$ cat src/rtl/count_enable_gen_pkg.sv
// Shared types for the count-enable conditioner.
// State encodings are fixed so waveforms read the same everywhere.
package count_enable_gen_pkg;

  typedef enum logic [1:0] {
    IDLE    = 2'd0,
    ARM     = 2'd1,
    HELD    = 2'd2,
    RELEASE = 2'd3
  } ceg_state_e;

  function automatic logic is_pressed(input ceg_state_e st);
    return (st == HELD) || (st == RELEASE);
  endfunction

endpackage

$ cat src/rtl/count_enable_gen_sync_chain.sv
// Multi-flop synchronizer for an asynchronous level.
// Synchronous active-low clear empties the whole chain.
module count_enable_gen_sync_chain #(
  parameter int STAGES = 2
) (
  input  logic clock,
  input  logic clear,
  input  logic i_d,
  output logic o_q
);

  logic [STAGES-1:0] r_sync;

  always_ff @(posedge clock) begin
    if (!clear) begin
      r_sync <= '0;
    end else begin
      r_sync <= {r_sync[STAGES-2:0], i_d};
    end
  end

  assign o_q = r_sync[STAGES-1];

endmodule

$ cat src/rtl/count_enable_gen.sv
// Synchronize, debounce and edge-detect a raw event into
// single-cycle count_enable pulses, with optional auto-repeat.
module count_enable_gen
  import count_enable_gen_pkg::*;
#(
  parameter int SYNC_STAGES     = 2,
  parameter int DEBOUNCE_CYCLES = 4,
  parameter int REPEAT_CYCLES   = 8,
  parameter int CNT_W           = 8
) (
  input  logic clock,
  input  logic clear,
  input  logic raw_in,
  input  logic mode,
  input  logic run,
  output logic count_enable,
  output logic pressed
);

  localparam logic [CNT_W-1:0] DB_LAST =
    CNT_W'(DEBOUNCE_CYCLES - 1);
  localparam logic [CNT_W-1:0] RPT_LAST =
    CNT_W'(REPEAT_CYCLES - 1);
  localparam logic [CNT_W-1:0] ONE = CNT_W'(1);

  logic             w_s;
  ceg_state_e       r_state;
  ceg_state_e       w_state_nx;
  logic [CNT_W-1:0] r_db;
  logic [CNT_W-1:0] w_db_nx;
  logic [CNT_W-1:0] r_rpt;
  logic [CNT_W-1:0] w_rpt_nx;
  logic             w_pulse;
  logic             r_ce;
  logic             r_pressed;

  count_enable_gen_sync_chain #(
    .STAGES (SYNC_STAGES)
  ) u_sync (
    .clock (clock),
    .clear (clear),
    .i_d   (raw_in),
    .o_q   (w_s)
  );

  always_ff @(posedge clock) begin
    if (!clear) begin
      r_state   <= IDLE;
      r_db      <= '0;
      r_rpt     <= '0;
      r_ce      <= 1'b0;
      r_pressed <= 1'b0;
    end else begin
      r_state   <= w_state_nx;
      r_db      <= w_db_nx;
      r_rpt     <= w_rpt_nx;
      r_ce      <= run & w_pulse;
      r_pressed <= is_pressed(w_state_nx);
    end
  end

  always_comb begin
    w_state_nx = r_state;
    w_db_nx    = r_db;
    w_rpt_nx   = r_rpt;
    w_pulse    = 1'b0;
    case (r_state)
      ARM: begin
        if (!w_s) begin
          w_state_nx = IDLE;
        end else if (r_db == DB_LAST) begin
          w_state_nx = HELD;
          w_rpt_nx   = '0;
          w_pulse    = 1'b1;
        end else begin
          w_db_nx = r_db + ONE;
        end
      end
      HELD: begin
        if (!w_s) begin
          w_state_nx = RELEASE;
          w_db_nx    = '0;
        end else if (!mode) begin
          w_rpt_nx = '0;
        end else if (r_rpt == RPT_LAST) begin
          w_rpt_nx = '0;
          w_pulse  = 1'b1;
        end else begin
          w_rpt_nx = r_rpt + ONE;
        end
      end
      // A re-rise during release is bounce: resume holding silently.
      RELEASE: begin
        if (w_s) begin
          w_state_nx = HELD;
          w_rpt_nx   = '0;
        end else if (r_db == DB_LAST) begin
          w_state_nx = IDLE;
        end else begin
          w_db_nx = r_db + ONE;
        end
      end
      default: begin
        if (w_s) begin
          w_state_nx = ARM;
          w_db_nx    = '0;
        end
      end
    endcase
  end

  assign count_enable = r_ce;
  assign pressed      = r_pressed;

endmodule

$ cat config.mk
export PLATFORM = sky130hd
export DESIGN_NAME = count_enable_gen
export DESIGN_NICKNAME = d
export VERILOG_FILES = /design/src/rtl/count_enable_gen_pkg.sv /design/src/rtl/count_enable_gen_sync_chain.sv /design/src/rtl/count_enable_gen.sv
export SDC_FILE = /design/constraint.sdc
export NUM_CORES = 1
export LEC_CHECK = 0
export ABC_CLOCK_PERIOD_IN_PS = 3100
export CAP_MARGIN = 20
export CORE_ASPECT_RATIO = 0.9
export CORE_MARGIN = 10
export CORE_UTILIZATION = 60
export DETAILED_ROUTE_END_ITERATION = 12
export GPL_TIMING_DRIVEN = 1
export PLACE_DENSITY = 0.8
export SLEW_MARGIN = 20
export SYNTH_ARGS = -nofsm -noshare
export SYNTH_HDL_FRONTEND = slang
export SYNTH_SLANG_ARGS = --single-unit
$ cat constraint.sdc
create_clock -name clock -period 3.1 [get_ports clock]
set_input_delay 0.465 -clock clock [delete_from_list [all_inputs] [get_ports clock]]
set_output_delay 0.465 -clock clock [all_outputs]
set_load 0.02 [all_outputs]
==> run summary <==
outcome = finished clean
most used standard cell by instance count after synthesis = sky130_fd_sc_hd__dfxtp_1
endpoint with the worst hold slack = u_sync.r_sync[1]$_SDFF_PN0_
cts bufs inserted = 3
sum of met2 wire segment lengths after detailed routing = 1260 um
Initial Util = 0.618
post-DP HPWL = 1980 um
Util after Layout = 0.647
highest metal layer with signal wires = met4
share of synthesized flip-flops with an asynchronous set or reset = 0
Leakage Power = 0.471 nW
wirelength, routed = 2730 um
Max Root-Sink Buffers = 2
class of the most critical setup path = flop to flop
number of vias in the routed layout = 1159
reg2reg path depth = 6
Met3 Routed Length = 118 um
highest cell delay on the worst timing path = 0.47 ns
Ys Warns = 0
vias in the first global route = 1080
master of the slowest instance on the critical path = sky130_fd_sc_hd__a2111o_1
antenna violations before repair = 0
die width = 69.5 um
slew at the pin closest to its max-slew limit = 0.561 ns
wire per inst = 15.0 um
antenna violation net count after detailed routing = 0
cell area after technology mapping = 0.00132 mm2
number of fill cells in the layout = 184
ANT cells = 0
number of standard cells in the final layout excluding fillers = 182
Post-Synthesis Net Count = 163
final count of pins violating max slew = 0
cell types with the largest area share after synthesis = sky130_fd_sc_hd__dfxtp_1, sky130_fd_sc_hd__a21oi_1, sky130_fd_sc_hd__ha_1, sky130_fd_sc_hd__a2111o_1, sky130_fd_sc_hd__o21ai_0
setup skew after layout = 0.000619 ns
cts repair resizes = 0
r2r endpoint = r_db[5]$_SDFFE_PN0P_
number of design-rule violations left by the first detailed-router iteration = 79
pin count of the biggest net entering global routing = 17
average footprint of a synthesized cell = 8.71 um2
setup fix buffers added after clock tree synthesis = 0
H-tree depth reported by CTS = 1
HP Start = u_sync.r_sync[0]$_SDFF_PN0_
Post-Route M1 WL = 1330 um
WP data required = 3.35 ns
total iterations of the first detailed-routing run = 4
worst hold path stage count = 1
Reg2Reg Setup Slack = 1.05 ns
Power Dens Cells = 499 mW/mm2
Reg clk slew, reported paths = 0.12 ns
maximum fanout encountered on the critical timing path = 15
sum of buffers and inverters on the critical path = 1
Relative slew margins = 0.626
Post-synth EDFFs = 0
count of endpoints failing setup in the final report = 0
Total Nets Final = 167
Post-synth top cells = sky130_fd_sc_hd__dfxtp_1, sky130_fd_sc_hd__a21oi_1, sky130_fd_sc_hd__nand2_1
cell accounting for the most synthesized area = sky130_fd_sc_hd__dfxtp_1
Site Rows = 16
leftover overflow at the end of global routing = 0
first-pass GRT wire length = 4780 um
Period Utilization, post-route = 0.661
Max-cap violations = 0
Worst setup EP type = flop
synthesized flop and latch total = 21
Max Clock Freq = 0.488 GHz
number of ports placed on the die boundary = 7
fraction of layout cells with a size suffix above 1 = 0.0968
clock latency on the worst-skew pair = 0.31 ns
type of origin of the critical path = flop
Hold-fix buffers, CTS = 0
startpoint of the worst-slack reg-to-reg timing path = r_state[0]$_SDFF_PN0_
kind of cell with the highest combined delay on the critical path = compound AO/OA/AOI/OAI gates
DRC Markers = 0
clock root buffer = sky130_fd_sc_hd__clkbuf_4
Final Hold Fails = 0
DIE AREA = 0.00449 mm2
unrepaired setup endpoints after global routing = no
Hold Path Class = flop to flop
register cell area after layout = 420 um2
post-synthesis to final-layout area growth = 4.73%
min Tclk post-route = 2.05 ns
Arr. time, crit path = 2.30 ns
part of the Yosys area used for sequential elements = 0.318
CTS tree = built
cell count after placement = 178
highest ir drop seen on vdd = 0.391 mV
Final GP Congestion = 0.876
Yosys top cell area share = 0.318
count of cell types in the netlist = 43
ratio of routed vias to standard cells = 6.37
PortBufs = 6
cells after synthesis = 152
die height = 64.6 um
total area of multi-input combinational cells = 823 um2
sequence of cells on the critical path = inv_1 -> ha_1 -> xor2_1 -> nand2_1 -> a2111o_1 -> o21ai_1
clk sinks = 21
Post-Route Setup TNS = 0 ns
floorplan core area = 0.00214 mm2
GR Util All Layers = 0.123
Most used DFF post-synth = sky130_fd_sc_hd__dfxtp_1
worst register-to-register path: cells and delay by family (launching register included):
kind / cells / cell delay, ns
adders and majority gates: 1 / 0.35
AOI/OAI and AO/OA: 2 / 0.55
xor gates and xnor gates: 1 / 0.27
and+or+nand+nor: 1 / 0.36
DFF: 1 / 0.36
buffers and inverters: 1 / 0.10
final cells by class:
type                    instances  area share
multi-input cells             118       0.594
well taps                      27      0.0244
clock buffers                   4      0.0190
repair buffers                  6      0.0433
inverters                       6      0.0162
flip-flops and latches         21       0.303
placed cells by master (no fill, tap or decap), drive strengths merged, types with 2 or more instances in the layout:
cell / n
clkdlybuf4s50: 6
nand2: 12
inv: 6
dfxtp: 21
nor4b: 2
a21o: 3
or3: 7
and3: 4
o31ai: 2
o21ai: 15
clkbuf: 4
a2111o: 6
and2: 3
xor2: 2
nor2: 4
ha: 6
nor3: 2
nand4: 6
nor3b: 4
o21a: 2
nand3: 7
a21oi: 17
routing by layer:
metal / track usage / vias to the layer above
met4: 0.0503 / 0
met3: 0.0411 / 2
met2: 0.196 / 24
met5: 0 / -
met1: 0.149 / 555
li1: - / 578
registers in the layout, indices dropped and copies added (netlist names):
name           flops
r_state            1
r_rpt              8
pressed            1
count_enable       1
u_sync.r_sync      2
r_db               8
where the power goes:
| group | switching (mW) | internal [mW] | total, mW |
|---|---|---|---|
| clock network | 0.0865 | 0.0502 | 0.137 |
| registers | 0.0190 | 0.286 | 0.305 |
| logic | 0.162 | 0.0886 | 0.250 |
metrics by stage:
step / setup WS, ns / hold WS [ns] / area [um2] / power [mW]
floorplan: 1.14 / 0.412 / 1320 / 0.513
global placement: 1.07 / 0.418 / 1360 / 0.547
detailed placement: 1.01 / 0.427 / 1360 / 0.558
CTS: 1.06 / 0.459 / 1390 / 0.696
global route: 0.854 / 0.464 / 1390 / 0.737
finish: 1.05 / 0.453 / 1390 / 0.692
cells by family (layout without fill, tap and decap cells):
group	Yosys count	in the layout	share of synthesized area
AOI/OAI and AO/OA	52	52	0.275
DFF	21	21	0.318
xor gates and xnor gates	2	2	0.0132
buffers and inverters	13	16	0.0605
adders and majority gates	6	6	0.0567
and+or+nand+nor	58	58	0.277
how the worst max path moves through the flow:
stage | start | end | slack (ns) | depth (start not counted)
2_1_floorplan | pressed$_SDFF_PN0_ | r_db[2]$_SDFFE_PN0P_ | 1.14 | 7
3_3_place_gp | clear | r_db[2]$_SDFFE_PN0P_ | 1.07 | 5
3_5_place_dp | clear | r_db[2]$_SDFFE_PN0P_ | 1.01 | 5
4_1_cts | r_state[0]$_SDFF_PN0_ | r_db[5]$_SDFFE_PN0P_ | 1.06 | 6
5_1_grt | r_state[0]$_SDFF_PN0_ | r_db[6]$_SDFFE_PN0P_ | 0.85 | 6
6_report | r_state[0]$_SDFF_PN0_ | r_db[5]$_SDFFE_PN0P_ | 1.05 | 6
Note: power is estimated with default switching activity, not from simulation.
